## config.mk

```make
export PLATFORM = sky130hd
export DESIGN_NAME = mem64_wb_reader
export DESIGN_NICKNAME = d
export VERILOG_FILES = /design/src/rtl/mem64_wb_reader_pkg.sv /design/src/rtl/mem64_wb_reader.sv
export SDC_FILE = /design/constraint.sdc
export NUM_CORES = 1
export LEC_CHECK = 0
export BUFFER_PORTS_ARGS = -buffer_cell sky130_fd_sc_hd__buf_2
export CAP_MARGIN = 20
export CORE_MARGIN = 2
export CORE_UTILIZATION = 40
export CTS_CLUSTER_DIAMETER = 60
export DETAILED_ROUTE_END_ITERATION = 16
export GPL_ROUTABILITY_DRIVEN = 0
export HOLD_SLACK_MARGIN = 0.06
export PLACE_DENSITY = 0.65
export SYNTH_ARGS = -nofsm -noshare
export SYNTH_HDL_FRONTEND = slang
export SYNTH_SLANG_ARGS = --single-unit
```

## constraint.sdc

```tcl
create_clock -name clk_i -period 4.55 [get_ports clk_i]
set_clock_uncertainty 0.05 [all_clocks]
set_input_delay 0.2275 -clock clk_i [delete_from_list [all_inputs] [get_ports clk_i]]
set_output_delay 0.2275 -clock clk_i [all_outputs]
set_load 0.01 [all_outputs]
```

## src/rtl/mem64_wb_reader_pkg.sv

```systemverilog
// Shared types and constants for the 64-bit capture-memory Wishbone reader.
package mem64_wb_reader_pkg;

  typedef enum logic [2:0] {
    IDLE,
    RD_HI,
    AK_HI,
    RD_LO,
    AK_LO,
    PUSH,
    FIN
  } state_t;

  localparam logic [3:0]  C_WB_SEL_ALL = 4'hF;
  localparam int unsigned C_TMO_W      = 16;

endpackage

```

## src/rtl/mem64_wb_reader.sv

```systemverilog
// Wishbone pipelined initiator: reads N 64-bit entries as hi/lo 32-bit word pairs
// and streams the reassembled entries out on a valid/ready interface.
module mem64_wb_reader
  import mem64_wb_reader_pkg::*;
#(
  parameter int unsigned g_addr_width = 6,
  parameter int unsigned g_timeout    = 255
) (
  input  logic                    clk_i,
  input  logic                    rst_n_i,
  input  logic                    start_i,
  input  logic [g_addr_width-1:0] base_i,
  input  logic [g_addr_width:0]   count_i,
  output logic                    busy_o,
  output logic                    done_o,
  output logic                    err_o,
  output logic                    wb_cyc_o,
  output logic                    wb_stb_o,
  output logic [g_addr_width:0]   wb_adr_o,
  output logic [3:0]              wb_sel_o,
  output logic                    wb_we_o,
  output logic [31:0]             wb_dat_o,
  input  logic                    wb_ack_i,
  input  logic                    wb_err_i,
  input  logic                    wb_rty_i,
  input  logic                    wb_stall_i,
  input  logic [31:0]             wb_dat_i,
  output logic [63:0]             dout_o,
  output logic [g_addr_width-1:0] dout_idx_o,
  output logic                    dout_valid_o,
  input  logic                    dout_ready_i
);

  localparam int unsigned AW = g_addr_width;
  localparam int unsigned CW = g_addr_width + 1;
  localparam logic [C_TMO_W-1:0] TMO_LAST = C_TMO_W'(g_timeout - 1);

  state_t               state_q, state_d;
  logic [AW-1:0]        idx_q, idx_d;
  logic [CW-1:0]        rem_q, rem_d;
  logic [C_TMO_W-1:0]   tmo_q, tmo_d;
  logic [31:0]          hi_q, hi_d;
  logic [31:0]          lo_q, lo_d;
  logic                 err_q, err_d;
  logic                 cyc_q, cyc_d;
  logic                 stb_q, stb_d;
  logic [CW-1:0]        adr_q, adr_d;
  logic                 valid_q, valid_d;
  logic                 busy_q, busy_d;
  logic                 done_q, done_d;

  logic rd_st, ak_st, lo_half, live, tmo_hit;

  // State, datapath and registered outputs
  always_ff @(posedge clk_i or negedge rst_n_i) begin
    if (!rst_n_i) begin
      state_q <= IDLE;
      idx_q   <= '0;
      rem_q   <= '0;
      tmo_q   <= '0;
      hi_q    <= '0;
      lo_q    <= '0;
      err_q   <= 1'b0;
      cyc_q   <= 1'b0;
      stb_q   <= 1'b0;
      adr_q   <= '0;
      valid_q <= 1'b0;
      busy_q  <= 1'b0;
      done_q  <= 1'b0;
    end else begin
      state_q <= state_d;
      idx_q   <= idx_d;
      rem_q   <= rem_d;
      tmo_q   <= tmo_d;
      hi_q    <= hi_d;
      lo_q    <= lo_d;
      err_q   <= err_d;
      cyc_q   <= cyc_d;
      stb_q   <= stb_d;
      adr_q   <= adr_d;
      valid_q <= valid_d;
      busy_q  <= busy_d;
      done_q  <= done_d;
    end
  end

  // Next state; outputs are decoded from the next state so they register in step
  always_comb begin
    state_d = state_q;
    idx_d   = idx_q;
    rem_d   = rem_q;
    tmo_d   = tmo_q;
    hi_d    = hi_q;
    lo_d    = lo_q;
    err_d   = err_q;

    rd_st   = (state_q == RD_HI) || (state_q == RD_LO);
    ak_st   = (state_q == AK_HI) || (state_q == AK_LO);
    lo_half = (state_q == RD_LO) || (state_q == AK_LO);
    // A request is outstanding when waiting, or when the strobe is taken this cycle
    live    = ak_st || (rd_st && !wb_stall_i);
    tmo_hit = ak_st && (tmo_q == TMO_LAST);

    case (state_q)
      IDLE: begin
        if (start_i) begin
          err_d = 1'b0;
          if (count_i == '0) begin
            state_d = FIN;
          end else begin
            idx_d   = base_i;
            rem_d   = count_i;
            state_d = RD_HI;
          end
        end
      end
      RD_HI, AK_HI, RD_LO, AK_LO: begin
        if (live) begin
          tmo_d = rd_st ? '0 : tmo_q + C_TMO_W'(1);
          if (wb_err_i || wb_rty_i || tmo_hit) begin
            err_d   = 1'b1;
            state_d = FIN;
          end else if (wb_ack_i) begin
            if (lo_half) begin
              lo_d    = wb_dat_i;
              state_d = PUSH;
            end else begin
              hi_d    = wb_dat_i;
              state_d = RD_LO;
            end
          end else if (rd_st) begin
            state_d = lo_half ? AK_LO : AK_HI;
          end
        end
      end
      PUSH: begin
        if (dout_ready_i) begin
          rem_d   = rem_q - CW'(1);
          idx_d   = idx_q + AW'(1);
          state_d = (rem_q == CW'(1)) ? FIN : RD_HI;
        end
      end
      FIN:     state_d = IDLE;
      default: state_d = IDLE;
    endcase

    cyc_d   = (state_d == RD_HI) || (state_d == AK_HI) ||
              (state_d == RD_LO) || (state_d == AK_LO);
    stb_d   = (state_d == RD_HI) || (state_d == RD_LO);
    adr_d   = {idx_d, (state_d == RD_LO) || (state_d == AK_LO)};
    valid_d = (state_d == PUSH);
    busy_d  = (state_d != IDLE);
    done_d  = (state_d == FIN);
  end

  assign busy_o       = busy_q;
  assign done_o       = done_q;
  assign err_o        = err_q;
  assign wb_cyc_o     = cyc_q;
  assign wb_stb_o     = stb_q;
  assign wb_adr_o     = adr_q;
  assign wb_sel_o     = C_WB_SEL_ALL;
  assign wb_we_o      = 1'b0;
  assign wb_dat_o     = '0;
  assign dout_o       = {hi_q, lo_q};
  assign dout_idx_o   = idx_q;
  assign dout_valid_o = valid_q;

endmodule

```

==> results.toml <==
[run_status]
outcome = "completed"

[clocking]
ctsResizeCount = 0
clock_sinks = 103
worst_skew_pair.late_latency_ps = 340
numCtsBuffers = 9
cts.htree.levels = 3
cts_tree = "built"
clockBufferDepth = 2
root_buffer = "clkbuf_16"
clk_pin_slew_ps = 70

[yosys]
synth_common_cells = "dfrtp_1 (103), mux2_4 (60), buf_4 (43)"
ys_types = 64
ys_warn_count = 0
ys_ff_latch = 103
yosys-top-cells-area = "dfrtp_1 (49%), mux2_4 (17%), buf_4 (6.1%), nor2_1 (2.3%), buf_12 (2.3%)"
synthCells = 417
synthesis.area_mm2 = 0.00529
synth.avg_cell_area_um2 = 12.7
seq_area_frac_synth_pct = 48.7
synth.largest_area_cell = "dfrtp_1"
async_flop_share_pct = 100
synth_ff_type = "dfrtp_1"
synth_top_area_share_pct = 48.7
yosysMostFrequentCell = "dfrtp_1"
synth_edf_count = 0

[power]
p_leak_nw = 3.15
design_power_total_mw = 3.96
worst_ir_drop_vdd_mv = 0.283
p_per_area_mw_per_mm2 = 642

[drt]
dr_total_vias = 3498
wl_per_cell_um = 14.7
first_pass_iters = 4
drtAntennaViolNets = 0
vias_per_cell = 4.80
drt_wl_total_um = 10700
drtIter0Drc = 236
drc = 0

[setup_path]
cp.arrival_ps = 2900
worstSetupStartpointType = "flip-flop"
worstReg2RegStart = "state_q[2]$_DFF_PN0_"
criticalPathCategory = "flip-flop to flip-flop"
r2r_cells = 7
cp_max_fo = 25
worstSetupEndpointType = "flip-flop"
timing.rr.end = "lo_q[1]$_DFFE_PN0P_"
reg2reg_slack_ps = 1830
required_ps = 4720

[global_route]
grt.overflow.total = 0
grt.total_usage_pct = 15.2
grt_pass1_wl_um = 17500
grt_pass1_vias = 3413
grt_max_degree = 62
antenna_found_initial = 0

[sta]
fin_tns_setup_ps = 0
setup_violations = 0
hold_viol_final = 0
fmax_mhz = 367
worst_pin_slew_ps = 886
period_minus_slack_ps = 2720
rsz0062_at_grt = "false"
slew_headroom_pct = 40.7
post-route-period-util_pct = 59.8
drv_slew = 0

[worst_hold_path]
hold_path_depth = 3
hp-start = "base_i[1]"
min_path_type = "primary input to flip-flop"

[floorplan]
core_area_mm2 = 0.0131
die_area_mm2 = 0.0142
start_util_pct = 40.4
io_pins = 173
row_count = 42
die_x_um = 119
fp.dieH_um = 119

[placed_design]
io_buffers = 135
place_hpwl_um = 7820

[layout]
syn_to_final_growth_pct = 16.4
diodes = 0
final_nets = 606
drive_above_1_share_pct = 44.3

[job]
drv_cap = 0
-- per-layer routing --
layer / track usage (%) / wire, µm / vias up
li1: - / - / 1634
met4: 3.79 / 112 / 0
met2: 23.3 / 4850 / 113
met1: 21.8 / 5120 / 1742
met5: 0 / 0 / -
met3: 3.64 / 602 / 9
-- per-stage QoR --
| step | area, µm² | hold slack [ps] | cells | setup WS (ps) | utilization [%] |
|---|---|---|---|---|---|
| global route | 6160 | 71.8 | 729 | 1710 | 47.1 |
| floorplan | 5420 | -118 | 452 | 2370 | - |
| detailed placement | 5850 | 296 | 709 | 1860 | 44.7 |
| finish | 6160 | 70.0 | 729 | 1830 | 47.1 |
| global placement | 5850 | 284 | 709 | 1950 | 44.7 |
| CTS | 6160 | 61.1 | 729 | 1820 | 47.1 |
-- repair_timing --
action	CTS	global route
endpoints found under the hold margin	63	0
hold buffers	4	0
buffers inserted	0	0
-- placed cells by master, fill, tap and decap left out, drive strengths merged, types with 3 or more instances in the layout --
cell / count
nor3: 9
nor2: 34
inv: 12
clkbuf: 10
clkinv: 5
dlygate4sd3: 4
mux2: 65
nor2b: 3
nand3: 8
a31oi: 4
o21ai: 8
a221o: 4
a21oi: 16
and2: 4
nand2: 20
dfrtp: 103
xor2: 11
nand4: 6
buf: 138
o22ai: 3
conb: 37
ha: 5
xnor2: 5
and3: 5
-- flip-flops by register name, indices dropped and copies added, names as in the netlist, named ones only --
signal and count:
busy_o 1, done_o 1, dout_valid_o 1, err_o 1, hi_q 32, lo_q 32, rem_q 7, state_q 3
tmo_q 16, wb_adr_o 1, wb_cyc_o 1, wb_stb_o 1
-- area by class of cell --
class                   instances  area (µm²)
repair buffers                142         741
clock buffers                  10         229
clock inverters                 6        45.0
multi-input cells             281        2310
well taps                     176         220
inverters                      11        41.3
flip-flops and latches        103        2580
fillers                      1195        6920
-- critical path: stages, from the launching register on --
cell and delay, ps:
dfrtp_1 600, xor2_1 210, and3_4 240, a21oi_4 220
nand2_4 90, nor2_4 310, buf_4 480, mux2_2 390
-- how the worst max path moves through the flow --
stage	from	to	slack, ps	cells past startpoint
detailed placement	state_q[2]$_DFF_PN0_	lo_q[1]$_DFFE_PN0P_	1860	7
floorplan	tmo_q[0]$_DFFE_PN0P_	hi_q[10]$_DFFE_PN0P_	2370	9
global placement	state_q[2]$_DFF_PN0_	lo_q[0]$_DFFE_PN0P_	1950	7
global route	state_q[2]$_DFF_PN0_	lo_q[1]$_DFFE_PN0P_	1710	7
finish	state_q[2]$_DFF_PN0_	lo_q[1]$_DFFE_PN0P_	1830	7
CTS	state_q[2]$_DFF_PN0_	lo_q[1]$_DFFE_PN0P_	1820	7
-- cell families (layout without fill, tap and decap cells) --
kind of cell               count (synthesis)  count (layout)  share of synthesized area [%]
and+or+nand+nor                          106             106                           11.5
DFF                                      103             103                           48.7
buffers and inverters                     68             169                           10.2
muxes                                     67              67                           18.5
AOI/OAI and AO/OA                         50              50                           7.21
xor gates and xnor gates                  16              16                           2.65
adders and majority gates                  5               5                           1.18
other                                      2              37                          0.142
-- power breakdown --
part	total, mW	internal (mW)	switching (mW)	leakage (nW)
logic	1.64	0.855	0.786	1.73
clock network	0.711	0.374	0.336	0.137
registers	1.60	1.31	0.296	1.29
total	3.96	2.54	1.42	3.15
Power figures use the tool's default switching activity.
